<file path="src/rtl/ascensor_pkg.sv">
// Shared definitions for the four-floor elevator controller.
// Holds the state encoding, button bit positions, per-floor request masks
// and the travel/door timer width.
package ascensor_pkg;

  localparam int TIMER_W = 8;
  localparam int N_BOT   = 10;
  localparam int N_PISOS = 4;

  // Controller states; the 2-bit encoding is kept explicit so the state
  // register stays compatible with older tools and waveform viewers.
  typedef enum logic [1:0] {
    REPOSO   = 2'd0,
    SUBIENDO = 2'd1,
    BAJANDO  = 2'd2,
    PUERTA   = 2'd3
  } estado_t;

  // Button bit positions inside the 10-bit request vector.
  localparam int B_P1_SUBIR  = 0;
  localparam int B_P2_BAJAR  = 1;
  localparam int B_P2_SUBIR  = 2;
  localparam int B_P3_BAJAR  = 3;
  localparam int B_P3_SUBIR  = 4;
  localparam int B_P4_BAJAR  = 5;
  localparam int B_CABINA_P1 = 6;
  localparam int B_CABINA_P2 = 7;
  localparam int B_CABINA_P3 = 8;
  localparam int B_CABINA_P4 = 9;

  // All button bits that belong to each floor: served together when the
  // door opens at that floor.
  localparam logic [N_BOT-1:0] FLOOR_MASK [N_PISOS] = '{
    (N_BOT'(1) << B_P1_SUBIR) | (N_BOT'(1) << B_CABINA_P1),
    (N_BOT'(1) << B_P2_BAJAR) | (N_BOT'(1) << B_P2_SUBIR) | (N_BOT'(1) << B_CABINA_P2),
    (N_BOT'(1) << B_P3_BAJAR) | (N_BOT'(1) << B_P3_SUBIR) | (N_BOT'(1) << B_CABINA_P3),
    (N_BOT'(1) << B_P4_BAJAR) | (N_BOT'(1) << B_CABINA_P4)
  };

  // Mask of the request bits of one floor.
  function automatic logic [N_BOT-1:0] mascara_piso(input logic [1:0] p);
    return FLOOR_MASK[p];
  endfunction

endpackage

</file>
<file path="src/rtl/demanda_pisos.sv">
// Per-floor demand and direction summary of the pending requests.
// Latency: purely combinational, zero cycles.
// Backpressure: none; output follows the inputs.
module demanda_pisos
  import ascensor_pkg::*;
(
  input  logic [N_BOT-1:0]   pendientes_i,
  input  logic [1:0]         piso_i,
  output logic [N_PISOS-1:0] dem_o,
  output logic               arriba_o,
  output logic               abajo_o
);

  // Fold the request bits of each floor into one demand flag.
  always_comb begin
    dem_o = '0;
    for (int k = 0; k < N_PISOS; k++) begin
      dem_o[k] = |(pendientes_i & FLOOR_MASK[k]);
    end
  end

  // Any demand strictly above / strictly below the reference floor.
  always_comb begin
    arriba_o = 1'b0;
    abajo_o  = 1'b0;
    for (int k = 0; k < N_PISOS; k++) begin
      if (k > int'(piso_i)) arriba_o = arriba_o | dem_o[k];
      if (k < int'(piso_i)) abajo_o  = abajo_o  | dem_o[k];
    end
  end

endmodule

</file>
<file path="src/rtl/controlador_ascensor.sv">
// SCAN sequencing controller: request latch, motor and door for 4 floors.
// Latency: press in cycle n lamps in n+1, state reacts in n+2.
// Backpressure: none; buttons are sticky, a 1-cycle pulse is enough.
module controlador_ascensor
  import ascensor_pkg::*;
#(
  parameter int unsigned T_PISO   = 8,
  parameter int unsigned T_PUERTA = 4
) (
  input  logic             clk,
  input  logic             reset,
  input  logic [N_BOT-1:0] botones,
  output logic [N_BOT-1:0] pendientes,
  output logic [1:0]       piso,
  output logic             motor_subir,
  output logic             motor_bajar,
  output logic             puerta
);

  localparam logic [TIMER_W-1:0] CARGA_PISO   = TIMER_W'(T_PISO - 1);
  localparam logic [TIMER_W-1:0] CARGA_PUERTA = TIMER_W'(T_PUERTA - 1);

  estado_t             estado_q, estado_d;
  logic [1:0]          piso_q, piso_d;
  logic [N_BOT-1:0]    pend_q, pend_d;
  logic                dir_q, dir_d;
  logic [TIMER_W-1:0]  timer_q, timer_d;

  // Demand seen from the current floor (REPOSO decisions).
  logic [N_PISOS-1:0]  dem_act;
  logic                arriba_act, abajo_act;

  // Demand seen from the floor the car reaches at the end of this leg.
  logic [1:0]          piso_lleg;
  logic [N_PISOS-1:0]  dem_lleg;
  logic                arriba_lleg, abajo_lleg;

  logic [N_BOT-1:0]    mask_servicio;
  logic                expira;

  demanda_pisos u_dem_actual (
    .pendientes_i (pend_q),
    .piso_i       (piso_q),
    .dem_o        (dem_act),
    .arriba_o     (arriba_act),
    .abajo_o      (abajo_act)
  );

  demanda_pisos u_dem_llegada (
    .pendientes_i (pend_q),
    .piso_i       (piso_lleg),
    .dem_o        (dem_lleg),
    .arriba_o     (arriba_lleg),
    .abajo_o      (abajo_lleg)
  );

  assign expira = (timer_q == '0);

  // Neighbour floor in the direction of travel; only meaningful while moving,
  // and the car never moves past the end floors because it only departs
  // towards existing demand.
  always_comb begin
    piso_lleg = piso_q;
    if (estado_q == SUBIENDO) piso_lleg = piso_q + 2'd1;
    if (estado_q == BAJANDO)  piso_lleg = piso_q - 2'd1;
  end

  // SCAN next-state logic with the travel/door timer.
  always_comb begin
    estado_d = estado_q;
    piso_d   = piso_q;
    dir_d    = dir_q;
    timer_d  = timer_q;
    unique case (estado_q)
      REPOSO: begin
        timer_d = '0;
        if (dem_act[piso_q]) begin
          estado_d = PUERTA;
          timer_d  = CARGA_PUERTA;
        end else if (arriba_act && (dir_q || !abajo_act)) begin
          estado_d = SUBIENDO;
          dir_d    = 1'b1;
          timer_d  = CARGA_PISO;
        end else if (abajo_act) begin
          estado_d = BAJANDO;
          dir_d    = 1'b0;
          timer_d  = CARGA_PISO;
        end
      end
      SUBIENDO: begin
        if (expira) begin
          piso_d = piso_lleg;
          if (dem_lleg[piso_lleg]) begin
            estado_d = PUERTA;
            timer_d  = CARGA_PUERTA;
          end else if (arriba_lleg) begin
            // Keep driving through the floor without a gap on the motor.
            timer_d  = CARGA_PISO;
          end else begin
            estado_d = REPOSO;
            timer_d  = '0;
          end
        end else begin
          timer_d = timer_q - 1'b1;
        end
      end
      BAJANDO: begin
        if (expira) begin
          piso_d = piso_lleg;
          if (dem_lleg[piso_lleg]) begin
            estado_d = PUERTA;
            timer_d  = CARGA_PUERTA;
          end else if (abajo_lleg) begin
            timer_d  = CARGA_PISO;
          end else begin
            estado_d = REPOSO;
            timer_d  = '0;
          end
        end else begin
          timer_d = timer_q - 1'b1;
        end
      end
      PUERTA: begin
        // Fixed dwell: presses at this floor are swallowed by the mask and
        // never reload the timer.
        if (expira) begin
          estado_d = REPOSO;
          timer_d  = '0;
        end else begin
          timer_d = timer_q - 1'b1;
        end
      end
      default: begin
        estado_d = REPOSO;
        timer_d  = '0;
      end
    endcase
  end

  // Sticky request latch; serving a floor clears it and beats a same-cycle press.
  always_comb begin
    mask_servicio = '0;
    if (estado_d == PUERTA) mask_servicio = mascara_piso(piso_d);
    pend_d = (pend_q | botones) & ~mask_servicio;
  end

  // State, position, direction, timer and request registers.
  always_ff @(posedge clk) begin
    if (reset) begin
      estado_q <= REPOSO;
      piso_q   <= 2'd0;
      pend_q   <= '0;
      dir_q    <= 1'b1;
      timer_q  <= '0;
    end else begin
      estado_q <= estado_d;
      piso_q   <= piso_d;
      pend_q   <= pend_d;
      dir_q    <= dir_d;
      timer_q  <= timer_d;
    end
  end

  // Actuators decode from the state register alone, so they are mutually
  // exclusive and a reversal always shows at least one idle cycle.
  assign motor_subir = (estado_q == SUBIENDO);
  assign motor_bajar = (estado_q == BAJANDO);
  assign puerta      = (estado_q == PUERTA);
  assign pendientes  = pend_q;
  assign piso        = piso_q;

endmodule

</file>
<file path="config.mk">
export PLATFORM = sky130hd
export DESIGN_NAME = controlador_ascensor
export DESIGN_NICKNAME = d
export VERILOG_FILES = /design/src/rtl/ascensor_pkg.sv /design/src/rtl/demanda_pisos.sv /design/src/rtl/controlador_ascensor.sv
export SDC_FILE = /design/constraint.sdc
export NUM_CORES = 1
export LEC_CHECK = 0
export CAP_MARGIN = 10
export CORE_ASPECT_RATIO = 1.2
export CORE_UTILIZATION = 55
export CTS_BUF_LIST = sky130_fd_sc_hd__clkbuf_4
export DETAILED_ROUTE_END_ITERATION = 16
export GPL_ROUTABILITY_DRIVEN = 0
export PLACE_DENSITY = 0.92
export SETUP_SLACK_MARGIN = 0.5
export SLEW_MARGIN = 40
export SYNTH_ARGS = -nofsm -noshare
export SYNTH_HDL_FRONTEND = slang
export SYNTH_SLANG_ARGS = --single-unit
</file>
<file path="constraint.sdc">
create_clock -name clk -period 3 [get_ports clk]
set_input_delay 0.6 -clock clk [delete_from_list [all_inputs] [get_ports clk]]
set_output_delay 0.6 -clock clk [all_outputs]
set_load 0.05 [all_outputs]
</file>
==> summary.md <==
| Metric | Value |
|---|---|
| Hold path endpoint | timer_q[7] |
| Share of cells above drive strength 1 | 0.261 |
| Post-CTS Hold Fix Bufs | 0 |
| Synth warnings | 0 |
| First-pass GRT wire length | 5.93 mm |
| Routed via count | 1600 |
| Relative slew slack | 0.564 |
| Area share of fa/ha/maj cells after synthesis | 0.0838 |
| Unrepaired setup endpoints after global routing | true |
| Final hold viol count | 0 |
| # diodes | 0 |
| Post-synthesis simple-gate area fraction | 0.207 |
| Distinct cells, synth | 57 |
| Worst r2r dst | pendientes[1] |
| Detailed placement HPWL | 2.91 mm |
| Worst Max-Slew Pin Slew | 0.652 ns |
| CP startpoint kind | register |
| Final setup vio count | 0 |
| # rows | 21 |
| Cell depth of the worst hold path | 2 |
| Most used DFF post-synth | dfxtp_1 |
| Reg clk slew, reported paths | 0.14 ns |
| IO buf count | 26 |
| Layout Utilization | 0.789 |
| Post-synth EDFFs | 0 |
| GRT Resource Usage Total | 0.252 |
| Vias in the first global route | 1309 |
| Final setup TNS | 0 ns |
| Syn_nets | 209 |
| Ports | 27 |
| DRC | 0 |
| Grt total ovfl | 0 |
| Synthesized flop and latch total | 23 |
| Clock Skew | around 0.015 ns |
| DRT antenna net count | 0 |
| Post-route minimum period | 2.56 ns |
| Uppermost layer routed | met4 |
| Root Driver | clkbuf_4 |
| R2R depth | 8 |
| Post-Synthesis Cells | 186 |
| Max VDD drop | 740 µV |
| Post-synth ARST share | 0 |
| Final nets | 246 |
| Drt pass-1 iters | 5 |
| Worst skew pair latency | 0.33 ns |
| Worst Hold Class | reg2reg |
| Detailed Route WL | 4.66 mm |
| Routed length on met3 | around 260 µm |
| Fin. max-slew vios | 0 |
| Fmax | roughly 0.39 GHz |
| CTS tree | done |
| Wire per inst | 18.2 µm |
| WL met2 | between 2 and 2.5 mm |
| Initial antenna violation count | 0 |
| CP Class | reg2reg |
| CTS Buf Count | 3 |
| Worst reg2reg path startpoint | estado_q[1] |
| Largest net degree at the start of global routing | 17 |
| Xor/xnor share of the synthesized area | 0.0427 |
| Hold Path Origin | timer_q[7] |
| Pwr dens | 1230 nW/µm² |
| Detailed Route Iter0 Violations | 54 |
| Leak | 0.835 nW |
| Mean Syn Cell Area | approximately 9 µm² |
| Layout area overhead | 35.1% |
| Worst R2R Setup Slack | 0.44 ns |
| Power Total | roughly 2.7 mW |
| M1 wire length | 1.90 mm |
| Core box area | 2810 µm² |
| Via/cell ratio | 6.25 |
| Max-cap violations | 0 |
| CP required | around 3.2 ns |
| Critical Path AT | 2.75 ns |
| Initial core utilization | 0.584 |
| Multiplexer share of the synthesized area | 0.0335 |
| Crit end category | register |
| Synthesized area | 1640 µm² |
| Final worst path period share | 0.853 |
| Status | finished, final reports clean |
| Max Buffers Root-to-Sink | 2 |
| Die Footprint | approximately 3200 µm² |
| Sequential area share after synthesis | 0.280 |
| Crit path max fanout | 8 |
| Post-synthesis compound-gate area fraction | 0.313 |
| Clk sinks | 23 |
| Die height | 61.8 µm |
| Die width | 51.9 µm |
| Htree depth | 1 |
| Main combinational cell family by area after synthesis | compound AO/OA/AOI/OAI gates |
## critical path, cell delays in order, from the launching register on
cell and delay, ns:
dfxtp_4 0.41, inv_4 0.05, ha_4 0.18, or3_4 0.40, and2_4 0.20, a221oi_4 0.36, o31ai_4 0.18, a2111oi_4 0.50
a211oi_2 0.12
## report_power, final
part	internal, mW	total, mW	switching (mW)
combinational	0.801	2.07	1.27
sequential	0.391	0.495	0.104
clock	0.0501	0.153	0.103
total	1.24	2.72	1.48
## layout by cell type, fill, tap and decap left out, types with 5 or more instances in the layout
cell / count
clkdlybuf4s50_1: 23
buf_4: 11
nor2_1: 25
o21ai_1: 5
a2111oi_4: 5
a21oi_1: 11
nand2_1: 11
inv_1: 5
a211oi_1: 7
ha_1: 8
dfxtp_1: 19
## synth_stat cells (2+ instances only)
cell | n | area (µm²)
xnor2_1 | 4 | 35.0
nand3_1 | 4 | 20.0
a211oi_1 | 10 | 75.1
or3_4 | 2 | 22.5
nor3_2 | 3 | 30.0
o21ai_0 | 5 | 25.0
ha_1 | 11 | 138
buf_2 | 4 | 20.0
xor2_1 | 4 | 35.0
o21ai_1 | 5 | 25.0
dfxtp_1 | 23 | 460
mux4_2 | 2 | 45.0
a21oi_1 | 13 | 65.1
nor2b_1 | 2 | 12.5
inv_1 | 7 | 26.3
a31oi_1 | 2 | 12.5
nor2_1 | 25 | 93.8
nand2_1 | 11 | 41.3
nand2b_1 | 3 | 18.8
o311ai_2 | 2 | 32.5
o31ai_1 | 2 | 15.0
nor3_1 | 3 | 15.0
a2111oi_2 | 4 | 60.1
or2_2 | 2 | 12.5
## sequential cells by signal, summed over array words and instances, names as in the netlist
signal      count
dir_q           1
estado_q        2
pendientes     10
piso            2
timer_q         8
## cell families (layout without fill, tap and decap cells)
kind of cell	after synthesis	in the layout
AND/OR/NAND/NOR	65	65
AO/OA/AOI/OAI	62	62
flip-flops	23	23
buffers and inverters	14	50
adder cells (fa/ha/maj)	11	11
XOR/XNOR	8	8
multiplexers	3	3
## repair_timing
action / CTS / global route
gates resized for setup: 4 / 27
gates cloned: 0 / 0
pin swaps: 1 / 9
buffers inserted: 0 / 12
setup endpoints to repair: 12 / 14
## area by class of cell
class,count,area [µm²]
multi-input combinational,149,1280
fill,174,594
sequential,23,475
timing repair buffer,38,354
tap,34,42.5
inverter,8,32.5
clock buffer,3,22.5
clock inverter,1,5.00
## per-stage QoR
step	cells	instance area, µm²	setup WS (ns)	hold slack (ns)
6_report	256	2220	0.440	0.559
3_5_place_dp	240	1930	0.362	0.498
3_3_place_gp	240	1930	0.457	0.503
4_1_cts	244	1970	0.471	0.515
5_1_grt	256	2220	0.360	0.583
2_1_floorplan	186	1670	0.506	0.485
## metal layers
layer / vias up / track usage
met5: - / 0
met4: 0 / 0.0849
met3: 11 / 0.0365
met2: 81 / 0.458
met1: 742 / 0.302
li1: 766 / -
## how the worst max path moves through the flow
| stage | from | endpoint | cells past startpoint |
|---|---|---|---|
| after global routing | estado_q[1] | pendientes[7] | 8 |
| after CTS | estado_q[0] | pendientes[2] | 8 |
| final | estado_q[1] | pendientes[1] | 8 |
| after floorplan | piso[1] | pendientes[1] | 10 |
| after global placement | piso[1] | pendientes[7] | 8 |
| after detailed placement | piso[1] | pendientes[5] | 8 |
No activity file was read; power rests on OpenSTA's default activity.
